$ cat src/rtl/hack_loader_pkg.sv
// Shared types and constants for the Hack ROM boot loader.
//   SYNC_BYTE : frame start marker
//   instr_t   : 16-bit Hack instruction word, as written into the ROM
//   state_t   : loader sequencer states
package hack_loader_pkg;

    localparam logic [7:0]  SYNC_BYTE = 8'hA5;
    localparam int unsigned WORD_W    = 16;

    typedef logic [WORD_W-1:0] instr_t;

    typedef enum logic [2:0] {
        SYNC,
        LEN_HI,
        LEN_LO,
        DATA_HI,
        DATA_LO,
        CHECK,
        DONE
    } state_t;

endpackage

$ cat src/rtl/hack_loader_chk.sv
// XOR checksum accumulator for the loader data bytes.
//   Clk     : clock
//   clear   : synchronous clear of the accumulator (wins over enable)
//   enable  : fold data into the accumulator
//   data    : byte to accumulate
//   chk     : received checksum byte to compare against
//   match_c : accumulator equals chk (combinational)
module hack_loader_chk (
    input  logic       Clk,
    input  logic       clear,
    input  logic       enable,
    input  logic [7:0] data,
    input  logic [7:0] chk,
    output logic       match_c
);

    logic [7:0] acc;

    always_ff @(posedge Clk) begin
        if (clear) begin
            acc <= 8'h00;
        end else if (enable) begin
            acc <= acc ^ data;
        end
    end

    assign match_c = (acc == chk);

endmodule

$ cat src/rtl/hack_rom_loader.sv
// Boot sequencer: receives a framed program image over a valid/ready byte
// stream, writes it into the instruction ROM and releases CPU reset only after
// the XOR checksum of the image verifies.
//   Clk, Reset          : clock, synchronous active-high reset
//   rx_valid/rx_data    : incoming byte stream
//   rx_ready            : loader accepts a byte (low only in DONE)
//   reload              : request a new image load (honoured in DONE only)
//   rom_we/addr/wdata   : ROM write port, one-cycle strobe per word
//   cpu_reset           : CPU reset, low only while a verified image is loaded
//   load_done/load_err  : verified image present / last frame rejected
//   word_count          : words written by the current or last frame
module hack_rom_loader #(
    parameter int unsigned ADDR_W    = 10,
    parameter logic [7:0]  SYNC_BYTE = hack_loader_pkg::SYNC_BYTE
) (
    input  logic              Clk,
    input  logic              Reset,
    input  logic              rx_valid,
    input  logic [7:0]        rx_data,
    output logic              rx_ready,
    input  logic              reload,
    output logic              rom_we,
    output logic [ADDR_W-1:0] rom_addr,
    output logic [15:0]       rom_wdata,
    output logic              cpu_reset,
    output logic              load_done,
    output logic              load_err,
    output logic [ADDR_W:0]   word_count
);

    import hack_loader_pkg::*;

    localparam int unsigned CNT_W = ADDR_W + 1;
    localparam int unsigned DEPTH = 32'd1 << ADDR_W;

    state_t         state;
    logic [7:0]     len_hi;
    logic [7:0]     data_hi;
    logic [CNT_W-1:0] n_words;

    logic           accept_c;
    logic [15:0]    len_c;
    instr_t         word_c;
    logic           chk_clear_c;
    logic           chk_en_c;
    logic           chk_match_c;

    assign accept_c = rx_valid && rx_ready;
    assign len_c    = {len_hi, rx_data};
    assign word_c   = {data_hi, rx_data};

    // Checksum restarts with each frame and covers only the data bytes.
    assign chk_clear_c = Reset || (accept_c && (state == SYNC) && (rx_data == SYNC_BYTE));
    assign chk_en_c    = accept_c && ((state == DATA_HI) || (state == DATA_LO));

    hack_loader_chk u_chk (
        .Clk     (Clk),
        .clear   (chk_clear_c),
        .enable  (chk_en_c),
        .data    (rx_data),
        .chk     (rx_data),
        .match_c (chk_match_c)
    );

    // Frame sequencer, counters and registered ROM write port.
    always_ff @(posedge Clk) begin
        if (Reset) begin
            state      <= SYNC;
            rx_ready   <= 1'b1;
            cpu_reset  <= 1'b1;
            rom_we     <= 1'b0;
            rom_addr   <= '0;
            rom_wdata  <= '0;
            load_done  <= 1'b0;
            load_err   <= 1'b0;
            word_count <= '0;
            len_hi     <= 8'h00;
            data_hi    <= 8'h00;
            n_words    <= '0;
        end else begin
            rom_we <= 1'b0;
            case (state)
                SYNC: begin
                    if (accept_c && (rx_data == SYNC_BYTE)) begin
                        word_count <= '0;
                        state      <= LEN_HI;
                    end
                end
                LEN_HI: begin
                    if (accept_c) begin
                        len_hi <= rx_data;
                        state  <= LEN_LO;
                    end
                end
                LEN_LO: begin
                    if (accept_c) begin
                        // Length is bounded by the ROM depth so the index never wraps mid-image.
                        if ((len_c == 16'd0) || (32'(len_c) > DEPTH)) begin
                            load_err <= 1'b1;
                            state    <= SYNC;
                        end else begin
                            n_words <= CNT_W'(len_c);
                            state   <= DATA_HI;
                        end
                    end
                end
                DATA_HI: begin
                    if (accept_c) begin
                        data_hi <= rx_data;
                        state   <= DATA_LO;
                    end
                end
                DATA_LO: begin
                    if (accept_c) begin
                        rom_we     <= 1'b1;
                        rom_addr   <= word_count[ADDR_W-1:0];
                        rom_wdata  <= word_c;
                        word_count <= word_count + CNT_W'(1);
                        state      <= ((word_count + CNT_W'(1)) == n_words) ? CHECK : DATA_HI;
                    end
                end
                CHECK: begin
                    if (accept_c) begin
                        if (chk_match_c) begin
                            state     <= DONE;
                            load_done <= 1'b1;
                            load_err  <= 1'b0;
                            cpu_reset <= 1'b0;
                            rx_ready  <= 1'b0;
                        end else begin
                            load_err <= 1'b1;
                            state    <= SYNC;
                        end
                    end
                end
                DONE: begin
                    if (reload) begin
                        state     <= SYNC;
                        load_done <= 1'b0;
                        cpu_reset <= 1'b1;
                        rx_ready  <= 1'b1;
                    end
                end
                default: begin
                    state <= SYNC;
                end
            endcase
        end
    end

endmodule

$ cat config.mk
export PLATFORM = sky130hd
export DESIGN_NAME = hack_rom_loader
export DESIGN_NICKNAME = d
export VERILOG_FILES = /design/src/rtl/hack_loader_pkg.sv /design/src/rtl/hack_loader_chk.sv /design/src/rtl/hack_rom_loader.sv
export SDC_FILE = /design/constraint.sdc
export NUM_CORES = 1
export LEC_CHECK = 0
export CORE_MARGIN = 2
export CORE_UTILIZATION = 45
export CTS_CLUSTER_SIZE = 16
export DETAILED_ROUTE_END_ITERATION = 8
export GPL_TIMING_DRIVEN = 0
export MAX_ROUTING_LAYER = met4
export PLACE_DENSITY = 0.79
export SLEW_MARGIN = 20
export SYNTH_ARGS = -nofsm -noshare
export SYNTH_HDL_FRONTEND = slang
export SYNTH_SLANG_ARGS = --single-unit
$ cat constraint.sdc
create_clock -name Clk -period 4.9 [get_ports Clk]
set_clock_uncertainty 0.2 [all_clocks]
set_input_delay 0.98 -clock Clk [delete_from_list [all_inputs] [get_ports Clk]]
set_output_delay 0.98 -clock Clk [all_outputs]
set_load 0.005 [all_outputs]
# Yosys cells after proc, flatten, opt, wreduce, memory -nomap -nowiden
# Cells that the tools add are included.
# totals
ff_bits,79
in_bits,12
out_inout_bits,42
word_cells,85
# classes
n_addsub,1
n_lt_le_gt_ge,1
eq_ne,18
mux,28
n_bitwise,3
n_reduce_logical,22
# ops
operator,count
two-way mux 3 bit,9
two-way mux 11 bit,2
one-hot mux 11 bit (2 select lines),1
one-hot mux 3 bit (7 select lines),1
"> comparator 16 x 11 -> 1 bit, second input constant",1
zero test 16 bit,1
"!= test 2 bit, second input constant",8
"adder 11 x 1 -> 11 bit, second input constant",1
== test 11 bit,1
two-way mux 1 bit,11
"== test 3 bit, second input constant",3
== test 8 bit,1
"== test 8 bit, second input constant",1
AND reduction 4 bit,2
XOR 8 bit,1
AND reduction 7 bit,1
"== test 3 x 2 -> 1 bit, second input constant",2
one-hot mux 1 bit (2 select lines),3
AND reduction 2 bit,3
AND reduction 3 bit,2
nonzero test 2 bit,3
logical AND 1 bit,5
"== test 3 x 1 -> 1 bit, second input constant",1
zero test 3 bit,1
5 further kinds,8

# Depth between registers and ports, before layout
# logic_depth
ltp_word,5
ltp_mapped,7
depth_no_buf,6

# By module
# Synthesis repeated with hierarchy kept, for this count alone.
# unflattened
hier_cells,433
area_unflattened_um2,3584.7
# by_module_without_submodules
mod,instances,cells_each,area_per_inst_um2,seq_area_each_um2
hack_rom_loader,1,388,3199.3,1421.4
hack_loader_chk,1,45,385.4,160.2

# Worst setup path before layout
# OpenSTA, ideal clock, no wires.
# synth_path
path_type,in2reg
startpoint,in rx_data[5]
endpoint,reg n_words[10]
setup_ns,0.128
arrival_ns,2.496
required_ns,4.572
path_slack_ns,2.076
stages,7
n_path_buf,2
path_cell_list,buf_2 > nor4_2 > nand4_1 > a2111oi_4 > buf_6 > mux2i_1 > nor2_1
# synth_between
elab_chain_len,4
elab_cells_between_ends,5
classes_between,1 x order compare; 1 x bitwise; 3 x reduce/logical
# synth_lines
element,line,rtl
start: declaration,hack_rom_loader.sv:19,"input logic [7:0] rx_data,"
> comparator 16 x 11 -> 1 bit / zero test 16 bit (equally long branches),hack_rom_loader.sv:98,if ((len_c == 16'd0) || (32'(len_c) > DEPTH)) begin
logical OR 1 bit *,hack_rom_loader.sv:98,
inverter 1 bit (no line) *,n/a,
AND reduction 3 bit (no line) *,n/a,
end signal: assignment,hack_rom_loader.sv:102,n_words <= CNT_W'(len_c);
end: declaration,hack_rom_loader.sv:39,logic [CNT_W-1:0] n_words;
# Mark *: on every way between the ends. The rest lies on a longest branch, timed or not.
# A chain may end at the register's enable or synchronous reset.

# Worst setup path after layout
# layout_path
startpoint,in rx_valid
endpoint,reg rom_addr[9]
# layout_between
elab_chain_len,2
# layout_lines
element,line,rtl
start: declaration,hack_rom_loader.sv:18,"input logic rx_valid,"
logical AND 1 bit,hack_rom_loader.sv:48,assign accept_c = rx_valid && rx_ready;
AND reduction 2 bit (no line),n/a,
end signal: assignment,hack_rom_loader.sv:116,rom_addr <= word_count[ADDR_W-1:0];
end: declaration,hack_rom_loader.sv:23,"output logic [ADDR_W-1:0] rom_addr,"
# No other way between the ends.

==> impl_metrics.csv <==
group,metric,value,unit
status,status,"finished clean",
cts,clock_latency,0.37,ns
cts,cts_root_buf,"clkbuf_8",
worst_setup_path,crit_chain,"clkdlybuf4s50_1 -> and4bb_2 -> and2_1 -> buf_2 -> clkbuf_1 -> nand2_1 -> a21oi_1",
worst_setup_path,crit_type,"input pin to flip-flop",
grt,track_usage,0.2262,
yosys,synth_nets,457,
placement,place_ws,1.647,ns
finish,fin_area,0.004482,mm²
worst_setup_path,rr_worst_depth,7,
yosys,yosys_register_bits,79,
sta,period_share,0.6021,
yosys,yosys.area.top_type_share,0.4283,
floorplan,io_pins,54,
yosys,synth_edf_count,0,
worst_setup_path,crit_buf_inv,3,
yosys,synth.most_common_cell,"dfxtp_1",
cts,ctsResizeCount,0,
hold_path,min_path_cells,2,
placement,numPortBuffers,45,
yosys,synth.avg_cell_area,8.316,µm²
finish,diodes,0,
drt,drt_iter0_markers,213,
cts,h-tree-depth,3,
placement,placed_area,0.004274,mm²
worst_setup_path,arrival,3.04,ns
yosys,synth_ff_type,"dfxtp_1",
cts,cts_buffers,9,
sta,worst_slew_pin_slew,0.6207,ns
yosys,synth_area_leaders,"dfxtp_1, mux2i_1, nand2_1",
drt,first_pass_iters,5,
floorplan,fp.dieW,94.58,µm
yosys,synth_cell_types,53,
pwr,pwr_density_cell,267.6,mW/mm²
pwr,leakage,1.541,nW
yosys,yosysWarningCount,0,
floorplan,die_h,94.58,µm
drt,via_count,3356,
sta,setup_viol,0,
floorplan,start_util,0.4562,
cts,cts.clk_slew.worst_paths,0.09,ns
sta,fin_crit,2.950,ns
drt,routedWlPerCell,15.49,µm
yosys,syn-cell-area,0.003692,mm²
grt,grt_max_degree,17,
finish,area_growth,21.38,%
sta,rsz0062_at_grt,"no",
sta,fin_tns_setup,0,ns
grt,grt_pass1_vias,3248,
sta,postLayoutSetupSlackWorst,1.950,ns
finish,fillers,782,
hold_path,min_path_type,"flip-flop to flip-flop",
drt,drt-vias-per-instance,5.502,
drt,drc_errors,0,
worst_setup_path,path_depth,7,
pwr,ir_worst_vdd,0.1507,mV
finish,fin_util,0.5538,
floorplan,dieArea,0.008945,mm²
sta,maxSlewHeadroom,0.5853,
worst_setup_path,cp_top_family,"buffers and inverters",
grt,gr-total-overflow,0,
worst_setup_path,crit_path_top_delay_cell,"clkdlybuf4s50_1",
job,drv_cap,0,
finish,drive_gt1_frac,0.07129,
cts,clock_path_buffers,2,
grt,antenna_found_initial,0,
yosys,synthTopCellsByCount,"dfxtp_1, nand2_1, nor2_1, a21oi_1, mux2i_1",
yosys,synthCells,444,
placement,place_hpwl,6.604,mm
worst_setup_path,cp_data_required_time,4.99,ns
cts,ctsHoldBuffers,0,
sta,finalMaxSlewViolations,0,
drt,ant_nets,0,
finish,nets,513,
yosys,synth_top_area_cell,"dfxtp_1",
placement,globalplace.congestion,0.8546,
sta,fmax,338.9,MHz
cts,cts_sinks,79,
cts,cts_setup_buffers,0,
grt,grt_pass1_wl,15.28,mm
floorplan,core_region_area,0.008093,mm²
sta,hold_viol_final,0,
worst_setup_path,critPathLaunchType,"input pin",
worst_setup_path,worst_path_largest_cell_delay,0.51,ns
drt,postRouteWirelength,9.450,mm
floorplan,rows,33,
yosys,ys_seq_area_frac,0.4283,
yosys,synthArstFlopShare,0,
worst_setup_path,cp-end-kind,"flip-flop",
cts,cts_tree,"yes",
worst_setup_path,path_max_fanout,10,
-- worst min-delay path: stages, from the launching register on --
cell and delay, ns:
dfxtp_1 0.32, nand2_1 0.05, a21oi_1 0.05
-- placed cells by master (no fill, tap or decap), types with 3 or more instances in the layout --
| master | netlist | final |
|---|---|---|
| a211oi_1 | 5 | 5 |
| nand4_1 | 7 | 7 |
| inv_1 | 7 | 7 |
| mux2i_1 | 26 | 26 |
| buf_6 | 3 | 3 |
| clkdlybuf4s50_1 | 0 | 45 |
| nor3_1 | 5 | 5 |
| o21ai_0 | 10 | 10 |
| nor4_1 | 5 | 5 |
| a22oi_1 | 3 | 3 |
| buf_2 | 8 | 8 |
| dfxtp_1 | 79 | 79 |
| inv_6 | 0 | 3 |
| or3_1 | 4 | 4 |
| nor2b_1 | 5 | 5 |
| nor2_1 | 54 | 54 |
| clkbuf_8 | 0 | 9 |
| xor2_1 | 16 | 16 |
| clkbuf_1 | 22 | 22 |
| o21ai_1 | 11 | 11 |
| nand3_1 | 8 | 8 |
| and2_1 | 5 | 5 |
| and3_1 | 9 | 9 |
| a21oi_1 | 41 | 41 |
| xnor2_1 | 11 | 11 |
| nand2_1 | 61 | 61 |
-- per-layer routing --
layer	vias up	track usage	share of wire
met5	-	-	0
met4	0	0.09903	0.026
met3	20	0.03432	0.048
met2	103	0.3798	0.49
met1	1591	0.2696	0.43
li1	1642	-	-
-- cell type report --
class / instances / area (µm²) / share of cell area
tap: 105 / 131.4 / 0.02931
buffer: 37 / 178.9 / 0.03992
sequential: 79 / 1582 / 0.3529
inverter: 7 / 26.28 / 0.005863
clock inverter: 7 / 83.83 / 0.01870
clock buffer: 9 / 123.9 / 0.02764
multi-input combinational: 321 / 1906 / 0.4252
timing repair buffer: 45 / 450.4 / 0.1005
-- final timing paths --
kind	slack [ns]	endpoint	from
setup / recovery	1.95	rom_addr[9]$_SDFFE_PP0P_	rx_valid
hold / removal	0.26	rom_wdata[13]$_SDFFE_PP0P_	rom_wdata[13]$_SDFFE_PP0P_
setup reg to reg	2.42	rom_addr[9]$_SDFFE_PP0P_	state[0]$_SDFFE_PP0P_
hold reg to reg	0.26	rom_wdata[13]$_SDFFE_PP0P_	rom_wdata[13]$_SDFFE_PP0P_
-- sequential cells by signal, summed over array words and instances, names as in the netlist, 3 cells and up --
register    cells
data_hi         8
len_hi          8
n_words        11
rom_addr       10
rom_wdata      16
state           3
u_chk.acc       8
word_count     11
-- where the power goes --
part	switching, mW	internal, mW
Clock	0.270	0.245
Combinational	0.0300	0.0131
Sequential	0.0000661	0.641
Total	0.300	0.900
-- through the flow --
step	total power [mW]	hold slack, ns	cells
after detailed placement	0.6989	0.2469	594
final	1.199	0.2577	610
after global routing	1.233	0.2815	610
after CTS	1.206	0.2590	610
after global placement	0.6985	0.2411	594
after floorplan	0.6845	0.2312	444
-- cells by family (layout without fill, tap and decap cells) --
logic type,count (synthesis),after routing,synth area share
buf+inv,44,105,0.05558
xor+xnor,27,27,0.06404
simple gates,177,177,0.2267
flops,79,79,0.4283
fa+ha+maj,1,1,0.003388
mux,27,27,0.07353
compound gates,89,89,0.1484
Note: power is estimated with default switching activity, not from simulation.
